File: src/rtl/serial_adder_pkg.sv
// Shared types and constants for the bit-serial adder.
package serial_adder_pkg;

    localparam int unsigned WIDTH_DEFAULT = 8;

    typedef enum logic [1:0] {
        IDLE  = 2'd0,
        SHIFT = 2'd1,
        DONE  = 2'd2
    } state_t;

endpackage

File: src/rtl/serial_adder_fulladder.sv
// Gate-level one-bit full-adder cell used as the serial adder's datapath.
module fulladder (
    input  logic a,
    input  logic b,
    input  logic cin,
    output logic sum,
    output logic cout
);

    logic axb;
    logic g;
    logic p;

    xor u_x0 (axb, a, b);
    xor u_x1 (sum, axb, cin);
    and u_a0 (g, a, b);
    and u_a1 (p, axb, cin);
    or  u_o0 (cout, g, p);

endmodule

File: src/rtl/serial_adder.sv
// Bit-serial adder: one full-adder cell, WIDTH shift cycles per addition.
// Define SERIAL_ADDER_OVF_EN to add the registered signed-overflow output ovf.
module serial_adder
    import serial_adder_pkg::*;
#(
    parameter int unsigned WIDTH = WIDTH_DEFAULT
) (
    input  logic             clk,
    input  logic             rst_n,
    input  logic             start,
    input  logic [WIDTH-1:0] a,
    input  logic [WIDTH-1:0] b,
    input  logic             cin,
    output logic [WIDTH-1:0] sum,
    output logic             cout,
    output logic             busy,
    output logic             done
`ifdef SERIAL_ADDER_OVF_EN
    ,
    output logic             ovf
`endif
);

    localparam int unsigned CW = $clog2(WIDTH + 1);
    localparam logic [CW-1:0] LAST = CW'(WIDTH - 1);

    state_t           state;
    logic [WIDTH-1:0] a_reg;
    logic [WIDTH-1:0] b_reg;
    logic [WIDTH-1:0] res_reg;
    logic [WIDTH-1:0] res_next;
    logic             carry;
    logic [CW-1:0]    count;
    logic             fa_sum;
    logic             fa_cout;

    fulladder u_fa (
        .a    (a_reg[0]),
        .b    (b_reg[0]),
        .cin  (carry),
        .sum  (fa_sum),
        .cout (fa_cout)
    );

    // Sum bits enter at the MSB so after WIDTH shifts bit 0 sits at the LSB.
    assign res_next = {fa_sum, res_reg[WIDTH-1:1]};

    assign busy = (state == SHIFT);
    assign done = (state == DONE);

    always_ff @(posedge clk or negedge rst_n) begin
        if (!rst_n) begin
            state   <= IDLE;
            a_reg   <= '0;
            b_reg   <= '0;
            res_reg <= '0;
            carry   <= 1'b0;
            count   <= '0;
            sum     <= '0;
            cout    <= 1'b0;
`ifdef SERIAL_ADDER_OVF_EN
            ovf     <= 1'b0;
`endif
        end else begin
            case (state)
                IDLE: begin
                    if (start) begin
                        a_reg   <= a;
                        b_reg   <= b;
                        carry   <= cin;
                        res_reg <= '0;
                        count   <= '0;
                        state   <= SHIFT;
                    end
                end
                SHIFT: begin
                    a_reg   <= {1'b0, a_reg[WIDTH-1:1]};
                    b_reg   <= {1'b0, b_reg[WIDTH-1:1]};
                    carry   <= fa_cout;
                    res_reg <= res_next;
                    count   <= count + 1'b1;
                    if (count == LAST) begin
                        // Final bit: carry is the carry into the MSB here.
                        sum   <= res_next;
                        cout  <= fa_cout;
`ifdef SERIAL_ADDER_OVF_EN
                        ovf   <= carry ^ fa_cout;
`endif
                        state <= DONE;
                    end
                end
                DONE: begin
                    state <= IDLE;
                end
                default: begin
                    state <= IDLE;
                end
            endcase
        end
    end

endmodule
File: config.mk
export PLATFORM = sky130hd
export DESIGN_NAME = serial_adder
export DESIGN_NICKNAME = d
export VERILOG_FILES = /design/src/rtl/serial_adder_pkg.sv /design/src/rtl/serial_adder_fulladder.sv /design/src/rtl/serial_adder.sv
export SDC_FILE = /design/constraint.sdc
export NUM_CORES = 1
export LEC_CHECK = 0
export CAP_MARGIN = 10
export CELL_PAD_IN_SITES_DETAIL_PLACEMENT = 1
export CELL_PAD_IN_SITES_GLOBAL_PLACEMENT = 2
export CORE_MARGIN = 1
export CORE_UTILIZATION = 30
export DETAILED_ROUTE_END_ITERATION = 10
export HOLD_SLACK_MARGIN = 0.12
export PLACE_DENSITY = 0.76
export SYNTH_ARGS = -nofsm -noshare
export SYNTH_HDL_FRONTEND = slang
export SYNTH_SLANG_ARGS = --single-unit
File: constraint.sdc
create_clock -name clk -period 3.9 [get_ports clk]
set_clock_uncertainty 0.05 [all_clocks]
set_input_delay 0.585 -clock clk [delete_from_list [all_inputs] [get_ports clk]]
set_output_delay 0.585 -clock clk [all_outputs]
set_load 0.02 [all_outputs]
# After elaboration in Yosys (flattened, before gate mapping)

Index checks and enable logic that the tools add are counted.

Register bits: 40
Input bits: 20
Output and inout port bits: 11
Logic and storage cells: 37

Add/subtract/negate cells: 1
Equal/unequal tests: 5
Multiplexer cells: 13
Bitwise operators: 5
Reductions and logical operators: 5

Operator list:

| operator                                                              | number |
|---|---|
| 8-bit one-hot mux with 2 select lines                                 | 3 |
| 8-bit 2-to-1 mux                                                      | 3 |
| 4-bit one-hot mux with 2 select lines                                 | 1 |
| 2-bit AND reduction                                                   | 3 |
| 4-bit by 1-bit adder with 4-bit output, second input constant         | 1 |
| 4-bit by 3-bit equality test with 1-bit output, second input constant | 1 |
| 2-bit 2-to-1 mux                                                      | 2 |
| 4-bit 2-to-1 mux                                                      | 1 |
| 2-bit one-hot mux with 2 select lines                                 | 1 |
| 1-bit bitwise AND                                                     | 2 |
| 2-bit by 1-bit equality test with 1-bit output, second input constant | 1 |
| 2-bit equality test, second input constant                            | 1 |
| 2-bit logical NOT                                                     | 1 |
| 2-bit by 1-bit != test with 1-bit output, second input constant       | 1 |
| 2-bit != test, second input constant                                  | 1 |
| 1-bit one-hot mux with 2 select lines                                 | 1 |
| 2-bit nonzero test                                                    | 1 |
| 1-bit XOR                                                             | 2 |
| 1-bit 2-to-1 mux                                                      | 1 |
| 1-bit OR                                                              | 1 |

# Depth between registers and ports, before layout

Word-level depth: 4
Gate-level depth with buffers: 5
Depth with buffers taken out: 4

# Modules after synthesis

From an unflattened synthesis, not the netlist that was laid out.

Cell total of the unflattened synthesis: 154
Area total of the unflattened synthesis: 1,725.4 sq um

By module, submodules not included:

| module       | instances | cells an instance | area each (sq um) | sequential area each (sq um) |
|---|---|---|---|---|
| serial_adder | 1         | 153               | 1,705.4           | 975.9 |
| fulladder    | 1         | 1                 | 20.0              | 0.0 |

# Worst setup path after synthesis

No wires, ideal clock.

Path type: reg2out
Start: register state[1]
End: output port done
Arrival time: 1.157 ns
Required time: 3.265 ns
Path slack: 2.108 ns
Stages on the path, launching flop included: 4
Path buffers: 2
Cell sequence: dfrtp_1 buf_2 clkbuf_1 nor2b_1

Longest elaborated chain between the ends: 1

RTL lines:

| what                   | RTL line           | text |
|---|---|---|
| start, declared        | serial_adder.sv:27 | `state_t state;` |
| start signal, assigned | serial_adder.sv:53 | `state <= IDLE;` |
| start signal, assigned | serial_adder.sv:73 | `state <= SHIFT;` |
| start signal, assigned | serial_adder.sv:89 | `state <= DONE;` |
| 2-bit equality test    | serial_adder.sv:49 | `assign done = (state == DONE);` |
| end, declared          | serial_adder.sv:17 | `output logic done` |

Every way passes these cells.

# Worst setup path in the final report

Start: register state[1]
End: output port busy

Longest elaborated chain between the ends: 1

RTL lines:

| what                                           | RTL line           | text |
|---|---|---|
| 2-bit by 1-bit equality test with 1-bit output | serial_adder.sv:48 | `assign busy = (state == SHIFT);` |
| end, declared                                  | serial_adder.sv:16 | `output logic busy,` |

Every way passes these cells.

==> impl_metrics.ini <==
[detailed_routing]
dr.pass1.iters = 4
antenna_left = 0
post_drt_via_cell_ratio = 5.016
drt_iter0_drc = 105
drc = 0
vias = 1289
routed_wl_um = 3959
wl_per_cell_um = 15.40

[setup_path]
cp_cell_sequence = nand2b_2 -> inv_1 -> clkdlybuf4s50_1
cp_data_required_time_ps = 3260
cpMaxStageDelayCell = clkdlybuf4s50_1
cp-end-kind = primary output
path_max_fanout = 22
worst-endpoint-arrival_ps = 2190
worstSetupPathType = reg2out
slowest_delay_ps = 740
startpoint_type = register
crit_buf_inv = 2
crit_family = buffers and inverters

[logic_synthesis]
synth_compound_area_frac = 0.2138
ys_ff_latch = 39
yosysWarnings = 0
synth_top_family_by_area = compound AO/OA/AOI/OAI gates
syn-cell-area_um2 = 1727
syn-num-nets = 175
synth.distinct_cells = 20
ys_top_cells_by_area = dfrtp_1 57%, a22oi_1 6.5%, mux2_2 6.5%
synth_top_area_cell = dfrtp_1
syn_area_per_cell_um2 = 11.29
synthCells = 153
synthAdderAreaFrac = 0.01884
synth_top_area_frac = 0.5652
muxShareOfSynthArea = 0.06522
synth_seq_area_share = 0.5652
yosys.area_share.simple = 0.1116
synth_xor_xnor_area_share = 0

[clocking]
clock_latency_ps = 290
postCtsHoldBufs = 0
cts_tree = done
clkTransAtPathRegs_ps = 80
cts_setup_buffers = 0
htree_levels = 2
ctsResizeCount = 0
clockBufferDepth = 2
clockRootBuffer = clkbuf_8
numCtsBuffers = 5
cts_sinks = 39

[power_and_ir_drop]
power_density_nw_per_um2 = 744.5
seq_power_share = 0.426
p_sw_mw = 0.6108
clkPwrFrac = 0.166
p_sw_frac = 0.3758
p_comb_frac = 0.409
vdd_ir_drop_max_mv = 0.3557
intPower_mw = 1.015
p_leak_nw = 0.9046

[timing]
tightest_slew_ps = 985.7
finalWorstSetupSlack_ps = 1074
hold_viol = 0
setup-tns-final_ps = 0
setup_viol = 0
fin_crit_ps = 2826
rsz0062_at_grt = false
fin_crit_sh = 0.7247
slew_violations = 0
max_freq_ghz = 0.3538
slew_headroom = 0.3415
hold_ws_ps = 362.6

[grt]
grt_pass1_wl_um = 6934
grt_max_degree = 40
grt_pass1_vias = 1412
track_usage = 0.1480
grt_overflow_total = 0
antenna_found_initial = 0

[status]
status = finished clean

[place]
placedCellCount = 249
port_buffers = 30
dp_hpwl_um = 2637
pre_cts_slack_ps = 1212
gp_congestion = 0.7190

[finish]
syn_to_final_growth_pct = 26.45
final_cells = 257
n_antenna_cell = 0
finalNetCount = 206
layout_commonest_cell = dfrtp_1
final_cell_mix = 39 x dfrtp_1, 29 x clkdlybuf4s50_1, 18 x nor2b_1, 18 x o21ai_0, 16 x a21oi_1
drive_gt1_frac = 0.1297
post-route-util = 0.3941

[floorplan]
ios = 31
die_h_um = 77.87
core_region_area_um2 = 5540
rows = 27
initial_utilization = 0.3117
die_w_um = 77.87
dieArea_um2 = 6063

[min_path]
min_path_type = in2async

[job]
cap_violations = 0
==> metal layers <==
metal | vias to the layer above | global-route usage | wire [µm]
li1 | 614 | - | -
met1 | 641 | 0.1969 | 1892
met2 | 27 | 0.2354 | 1865
met3 | 7 | 0.03412 | 155
met4 | 0 | 0.05094 | 46
met5 | - | 0 | 0
==> synth_stat cells <==
master,count
dfrtp_1,39
nor2b_1,18
o21ai_0,18
a21oi_1,16
a22oi_1,15
mux2_2,10
a22o_1,9
nand2_1,7
clkbuf_1,6
nand3_1,3
buf_2,2
nor2_1,2
buf_4,1
fa_1,1
ha_1,1
inv_1,1
nand2b_2,1
nor3_4,1
o21bai_1,1
or3_1,1
==> per-stage QoR <==
step,power [mW],cell area (µm²)
4_1_cts,1.653,2183
6_report,1.625,2183
5_1_grt,1.758,2183
3_5_place_dp,1.374,2095
2_1_floorplan,1.119,1727
3_3_place_gp,1.344,2095
==> power groups by stage <==
stage	Sequential [mW]	Clock [mW]	Combinational, mW
final	0.692	0.269	0.665
after global routing	0.719	0.299	0.740
after CTS	0.695	0.279	0.679
after detailed placement	0.699	0	0.675
after global placement	0.692	0	0.652
after floorplan	0.721	0	0.398
==> area by class of cell <==
| type | instances | area (µm²) |
|---|---|---|
| tap | 72 | 90.09 |
| multi-input combinational | 104 | 706.9 |
| timing repair buffer | 33 | 317.8 |
| fill | 626 | 3357 |
| clock buffer | 5 | 68.82 |
| clock inverter | 3 | 20.02 |
| sequential | 39 | 975.9 |
| inverter | 1 | 3.754 |
==> final timing paths <==
path / startpoint / to / slack, ps / cells after the start
setup / recovery: state[1]$_DFFE_PN0P_ / busy / 1070 / 3
hold / removal: rst_n / a_reg[6]$_DFFE_PN0P_ / 360 / 1
setup reg to reg: state[0]$_DFFE_PN0P_ / res_reg[2]$_DFFE_PN0P_ / 2120 / 3
hold reg to reg: res_reg[1]$_DFFE_PN0P_ / res_reg[1]$_DFFE_PN0P_ / 450 / 1
max in group asynchronous: rst_n / res_reg[2]$_DFFE_PN0P_ / 2890 / 1
min in group clk: res_reg[1]$_DFFE_PN0P_ / res_reg[1]$_DFFE_PN0P_ / 450 / 1
==> cell families (layout without fill, tap and decap cells) <==
group / count (synthesis) / in the layout
compound gates: 59 / 59
flops: 39 / 39
simple gates: 33 / 33
mux: 10 / 10
buf+inv: 10 / 42
fa+ha+maj: 2 / 2
(Power assumes the default switching activity.)
